==> src/rtl/mips_multicycle_ctrl.sv <==
// ----------------------------------------------------------------------------
// mips_multicycle_ctrl
//
// Moore-style control sequencer for a multicycle MIPS subset
// (add/sub/and/or/nor/slt, lw, sw, beq, addi, j). Each cycle it issues one
// control word for the shared datapath, derived from the current state only,
// except that ir_write/pc_en in FETCH follow mem_ready.
//
// Memory handshake: mem_req is held high for the whole access. The access
// completes on the first rising edge where mem_req=1 and mem_ready=1;
// mem_we is only meaningful while mem_req=1. An access that sees MAX_WAIT
// consecutive cycles without mem_ready is abandoned: the FSM returns to
// FETCH and mem_timeout sets and stays set until reset.
//
// Ports:
//   clk, rst_n         clock, asynchronous active-low reset
//   opcode, funct      IR[31:26], IR[5:0]
//   zero               ALU zero flag (branch decision)
//   mem_ready          memory completes access this cycle
//   mem_req, mem_we    memory request / write strobe
//   iord               address select (0=PC, 1=ALUOut)
//   ir_write, pc_en    IR load, PC load
//   pc_src             PC source (00=ALU, 01=ALUOut, 10=jump target)
//   reg_write, reg_dst, mem_to_reg   register file write controls
//   alu_src_a, alu_src_b, alu_ctrl   ALU operand selects and operation
//   state              current state encoding (debug)
//   illegal            one-cycle pulse on unsupported opcode/funct
//   mem_timeout        sticky memory timeout flag
// ----------------------------------------------------------------------------
module mips_multicycle_ctrl #(
    parameter int MAX_WAIT = 255,
    parameter int WAIT_W   = 8
) (
    input  logic       clk,
    input  logic       rst_n,
    input  logic [5:0] opcode,
    input  logic [5:0] funct,
    input  logic       zero,
    input  logic       mem_ready,
    output logic       mem_req,
    output logic       mem_we,
    output logic       iord,
    output logic       ir_write,
    output logic       pc_en,
    output logic [1:0] pc_src,
    output logic       reg_write,
    output logic       reg_dst,
    output logic       mem_to_reg,
    output logic       alu_src_a,
    output logic [1:0] alu_src_b,
    output logic [3:0] alu_ctrl,
    output logic [3:0] state,
    output logic       illegal,
    output logic       mem_timeout
);

    localparam logic [3:0] S_FETCH  = 4'd0;
    localparam logic [3:0] S_DECODE = 4'd1;
    localparam logic [3:0] S_MEMADR = 4'd2;
    localparam logic [3:0] S_MEMRD  = 4'd3;
    localparam logic [3:0] S_MEMWB  = 4'd4;
    localparam logic [3:0] S_MEMWR  = 4'd5;
    localparam logic [3:0] S_EXEC   = 4'd6;
    localparam logic [3:0] S_ALUWB  = 4'd7;
    localparam logic [3:0] S_BRANCH = 4'd8;
    localparam logic [3:0] S_ADDIEX = 4'd9;
    localparam logic [3:0] S_ADDIWB = 4'd10;
    localparam logic [3:0] S_JUMP   = 4'd11;

    localparam logic [5:0] OP_RTYPE = 6'h00;
    localparam logic [5:0] OP_J     = 6'h02;
    localparam logic [5:0] OP_BEQ   = 6'h04;
    localparam logic [5:0] OP_ADDI  = 6'h08;
    localparam logic [5:0] OP_LW    = 6'h23;
    localparam logic [5:0] OP_SW    = 6'h2B;

    localparam logic [3:0] ALU_AND = 4'd0;
    localparam logic [3:0] ALU_OR  = 4'd1;
    localparam logic [3:0] ALU_ADD = 4'd2;
    localparam logic [3:0] ALU_SUB = 4'd3;
    localparam logic [3:0] ALU_SLT = 4'd7;
    localparam logic [3:0] ALU_NOR = 4'd12;

    // Counter value on the last tolerated waiting cycle.
    localparam logic [WAIT_W-1:0] WAIT_LAST = WAIT_W'(MAX_WAIT - 1);

    logic [3:0]        state_q, state_d;
    logic [WAIT_W-1:0] wait_q, wait_d;
    logic              timeout_q, timeout_d;
    logic              funct_ok;
    logic [3:0]        funct_alu;
    logic              waiting;
    logic              expire;

    // R-type funct decode shared by DECODE (legality) and EXEC (operation).
    always_comb begin
        funct_ok  = 1'b1;
        funct_alu = ALU_ADD;
        case (funct)
            6'h20:   funct_alu = ALU_ADD;
            6'h22:   funct_alu = ALU_SUB;
            6'h24:   funct_alu = ALU_AND;
            6'h25:   funct_alu = ALU_OR;
            6'h27:   funct_alu = ALU_NOR;
            6'h2A:   funct_alu = ALU_SLT;
            default: funct_ok  = 1'b0;
        endcase
    end

    // Control word per state.
    always_comb begin
        mem_req    = 1'b0;
        mem_we     = 1'b0;
        iord       = 1'b0;
        ir_write   = 1'b0;
        pc_en      = 1'b0;
        pc_src     = 2'b00;
        reg_write  = 1'b0;
        reg_dst    = 1'b0;
        mem_to_reg = 1'b0;
        alu_src_a  = 1'b0;
        alu_src_b  = 2'b00;
        alu_ctrl   = 4'd0;
        case (state_q)
            S_FETCH: begin
                mem_req   = 1'b1;
                alu_src_b = 2'b01;
                alu_ctrl  = ALU_ADD;
                ir_write  = mem_ready;
                pc_en     = mem_ready;
            end
            S_DECODE: begin
                alu_src_b = 2'b11;
                alu_ctrl  = ALU_ADD;
            end
            S_MEMADR, S_ADDIEX: begin
                alu_src_a = 1'b1;
                alu_src_b = 2'b10;
                alu_ctrl  = ALU_ADD;
            end
            S_MEMRD: begin
                mem_req = 1'b1;
                iord    = 1'b1;
            end
            S_MEMWB: begin
                reg_write  = 1'b1;
                mem_to_reg = 1'b1;
            end
            S_MEMWR: begin
                mem_req = 1'b1;
                mem_we  = 1'b1;
                iord    = 1'b1;
            end
            S_EXEC: begin
                alu_src_a = 1'b1;
                alu_ctrl  = funct_alu;
            end
            S_ALUWB: begin
                reg_write = 1'b1;
                reg_dst   = 1'b1;
            end
            S_BRANCH: begin
                alu_src_a = 1'b1;
                alu_ctrl  = ALU_SUB;
                pc_src    = 2'b01;
                pc_en     = zero;
            end
            S_ADDIWB: reg_write = 1'b1;
            S_JUMP: begin
                pc_src = 2'b10;
                pc_en  = 1'b1;
            end
            default: ;
        endcase
    end

    assign waiting = mem_req & ~mem_ready;
    // mem_ready on the last tolerated cycle still counts as completion.
    assign expire  = waiting & (wait_q == WAIT_LAST);

    // Next state, illegal pulse, wait counter and timeout flag.
    always_comb begin
        state_d = state_q;
        illegal = 1'b0;
        case (state_q)
            S_FETCH:  if (mem_ready) state_d = S_DECODE;
            S_DECODE: begin
                case (opcode)
                    OP_RTYPE: begin
                        if (funct_ok) begin
                            state_d = S_EXEC;
                        end else begin
                            illegal = 1'b1;
                            state_d = S_FETCH;
                        end
                    end
                    OP_LW, OP_SW: state_d = S_MEMADR;
                    OP_BEQ:       state_d = S_BRANCH;
                    OP_ADDI:      state_d = S_ADDIEX;
                    OP_J:         state_d = S_JUMP;
                    default: begin
                        illegal = 1'b1;
                        state_d = S_FETCH;
                    end
                endcase
            end
            S_MEMADR: state_d = (opcode == OP_LW) ? S_MEMRD : S_MEMWR;
            S_MEMRD:  if (mem_ready) state_d = S_MEMWB;
            S_MEMWR:  if (mem_ready) state_d = S_FETCH;
            S_EXEC:   state_d = S_ALUWB;
            S_ADDIEX: state_d = S_ADDIWB;
            default:  state_d = S_FETCH;  // write-back, BRANCH, JUMP, 12-15
        endcase
        if (expire) state_d = S_FETCH;

        if (mem_ready || expire || (state_d != state_q)) begin
            wait_d = '0;
        end else if (waiting) begin
            wait_d = wait_q + WAIT_W'(1);
        end else begin
            wait_d = wait_q;
        end
        timeout_d = timeout_q | expire;
    end

    always_ff @(posedge clk or negedge rst_n) begin
        if (!rst_n) begin
            state_q   <= S_FETCH;
            wait_q    <= '0;
            timeout_q <= 1'b0;
        end else begin
            state_q   <= state_d;
            wait_q    <= wait_d;
            timeout_q <= timeout_d;
        end
    end

    assign state       = state_q;
    assign mem_timeout = timeout_q;

endmodule

==> config.mk <==
export PLATFORM = sky130hd
export DESIGN_NAME = mips_multicycle_ctrl
export DESIGN_NICKNAME = d
export VERILOG_FILES = /design/src/rtl/mips_multicycle_ctrl.sv
export SDC_FILE = /design/constraint.sdc
export NUM_CORES = 1
export LEC_CHECK = 0
export CAP_MARGIN = 20
export CORE_ASPECT_RATIO = 0.5
export CORE_MARGIN = 4
export CORE_UTILIZATION = 40
export CTS_CLUSTER_DIAMETER = 200
export DETAILED_ROUTE_END_ITERATION = 16
export HOLD_SLACK_MARGIN = 0.06
export PLACE_DENSITY = 0.7
export RECOVER_POWER = 100
export SYNTH_ARGS = -nofsm -noshare
export SYNTH_HDL_FRONTEND = slang
export SYNTH_SLANG_ARGS = --single-unit
==> constraint.sdc <==
create_clock -name clk -period 6.5 [get_ports clk]
set_clock_uncertainty 0.2 [all_clocks]
set_input_delay 1.3 -clock clk [delete_from_list [all_inputs] [get_ports clk]]
set_output_delay 1.3 -clock clk [all_outputs]
set_load 0.05 [all_outputs]
==> impl_metrics.ini <==
[outcome]
outcome = finished, final reports clean

[clock_tree]
clock_latency_ns = 0.24
clock_sinks = 13
clk_pin_slew_ns = 0.05
tritoncts = yes
cts_root_buf = clkbuf_8
cts_setup_buffers = 0
cts_resized = 0
numCtsBuffers = 3
clk_path_buf_depth = 2
holdBufCountCts = 0
htreeDepth = 1

[global_route]
antenna_found_initial = 0
grt_max_degree = 24
overflow = 0
grt_pass1_vias = 1168
grt_pass1_wl_mm = 5.38
grt.total_usage_pct = 16.0

[synthesis]
synth_top_area_share_pct = 25.6
synthAdderAreaFrac_pct = 2.76
ys.flop_type = dfrtp_1
netlist_instances = 164
ys_top_cells_by_count = dfrtp_1, nor2_1, nor3_1
ys_seq_elements = 13
synth-edff-count = 0
async_flop_share_pct = 100
netlist.top_cell.by_area = dfrtp_1
ys_warn_count = 0
yosys-top-cells-area = dfrtp_1, nor3_1, nor3b_1
syn_area_um2 = 1270
synth_top_family_by_area = simple AND/OR/NAND/NOR gates
synth_compound_area_share_pct = 24.6
synth_fp_nets = 182
yosys.area_share.xor_xnor_pct = 6.20
ys_seq_area_share_pct = 25.6
synthSimpleGateAreaFrac_pct = 33.6
synthMuxAreaShare_pct = 0.886
synth_cell_types = 48
postSynthAreaPerCell_um2 = 7.75

[sta]
finalHoldViolCount = 0
rsz0062_at_grt = no
finalSetupViolCount = 0
worstMarginPinSlew_ns = 0.816
finalSetupTns_ns = 0
min_period_ns = 5.08
holdWs_ns = 0.258
max_freq_mhz = 197
max-slew-margin-rel_pct = 45.3
post-route-period-util_pct = 78.1
slew_viol_final = 0

[placed_design]
place_congestion = 0.808
io_buffers = 38
place_area_um2 = 1650
dpl.hpwl_mm = 2.43

[power]
p_clk_share_pct = 24.4
p_per_area_nw_per_um2 = 170
p_comb_share_pct = 42.4
intPower_uw = 169
p_sw_uw = 116
leakage_nw = 0.676
power_frac_seq_pct = 33.2
swShare_pct = 40.6
max-vdd-ir-drop_v = 0.000140

[routing]
wl_per_cell_um = 14.5
wl_mm = 3.38
via_count = 1350
first_pass_iters = 4
route.detailed.drc = 0
drtIter0Drc = 94
route.antenna.remaining_nets = 0
viasPerCell = 5.77

[hold_path]
hold_path_depth = 1
hold_path_startpoint = mem_timeout
hold_class = register to register

[floorplanning]
fp.coreArea_um2 = 3030
io_pins = 39
die-area_um2 = 4200
start_util_pct = 41.9
die_width_um = 87.7
die_height_um = 47.9
rows = 14

[cells_and_area]
drive_gt1_share_pct = 2.58
finalInstanceArea_um2 = 1670
area_growth_pct = 31.6
insertedDiodeCount = 0
final_nets = 213
final_core_util_pct = 55.2
fill_cells = 292

[job]
max_cap_violations = 0

[setup_path]
critical_path_class = input pin to output pin
crit_arrival_ns = 3.58
setup.worst_path.start = opcode[3]
critPathRequiredTime_ns = 5.00
reg2regPathDepth = 6
critPathCaptureType = output pin
critPathMaxFanout = 8
reg2reg_from = state[1]
startpoint_type = input pin
## worst paths after layout
path	to	slack, ns
hold / removal	mem_timeout	0.26
setup reg to reg	wait_q[2]	3.33
max in group asynchronous	state[0]	4.40
min in group asynchronous	wait_q[0]	1.31
hold reg to reg	mem_timeout	0.26
setup / recovery	illegal	1.42
## placed cells by master, fill, tap and decap left out, types with 2 or more instances in the layout
cell,count
dfrtp_1,13
and4_1,2
o21ai_0,7
xor2_1,6
a31oi_1,3
xnor2_1,3
nor2b_1,5
inv_1,6
ha_1,2
nand2b_1,7
o21a_1,3
a21oi_1,8
nand2_1,12
nor3b_1,8
nor2_1,13
a2bb2oi_1,2
o211ai_1,2
or4_1,2
a21o_1,3
nand4_1,7
dlygate4sd3_1,26
clkbuf_8,3
and3_1,2
nor3_1,13
clkbuf_1,2
clkdlybuf4s50_1,12
## metrics by stage
step	cells	total power, mW	worst slack [ns]
2_1_floorplan	164	0.183	1.80
3_3_place_gp	230	0.224	1.59
3_5_place_dp	230	0.225	1.56
4_1_cts	234	0.297	1.56
5_1_grt	234	0.301	1.32
6_report	234	0.285	1.42
## power groups by stage
stage | combinational [mW] | sequential (mW) | clock, mW
2_1_floorplan | 0.0879 | 0.0953 | 0
3_3_place_gp | 0.129 | 0.0953 | 0
3_5_place_dp | 0.130 | 0.0954 | 0
4_1_cts | 0.130 | 0.0941 | 0.0725
5_1_grt | 0.129 | 0.0954 | 0.0771
6_report | 0.121 | 0.0945 | 0.0696
## critical path, cell delays in order
cell           delay (ns)
dlygate4sd3_1        0.69
nor3_1               0.09
a21o_1               0.17
a22oi_1              0.13
a2bb2oi_1            0.19
o211a_1              0.14
dlygate4sd3_1        0.86
## metal layers
layer,global-route usage [%],share of wire (%),wire length (µm),vias to the layer above
met5,0,0,0,-
met4,3.67,0.24,8,0
met3,2.06,5.8,195,2
met2,27.1,45,1530,37
met1,22.3,49,1650,647
li1,-,-,-,664
## state kept, by name, indices dropped and copies added (netlist names)
register     count
state            4
mem_timeout      1
wait_q           8
## cell families after synthesis
logic type,Yosys count
simple gates,77
compound gates,42
flops,13
mux,1
fa+ha+maj,3
buf+inv,19
xor+xnor,9
## cell type report
class	instances	area (µm²)	area share (%)
flip-flops and latches	13	325	19.4
well taps	40	50.0	2.99
repair buffers	39	384	23.0
inverters	6	22.5	1.35
multi-input cells	132	846	50.6
clock buffers	4	45.0	2.69
(Power assumes the default switching activity.)
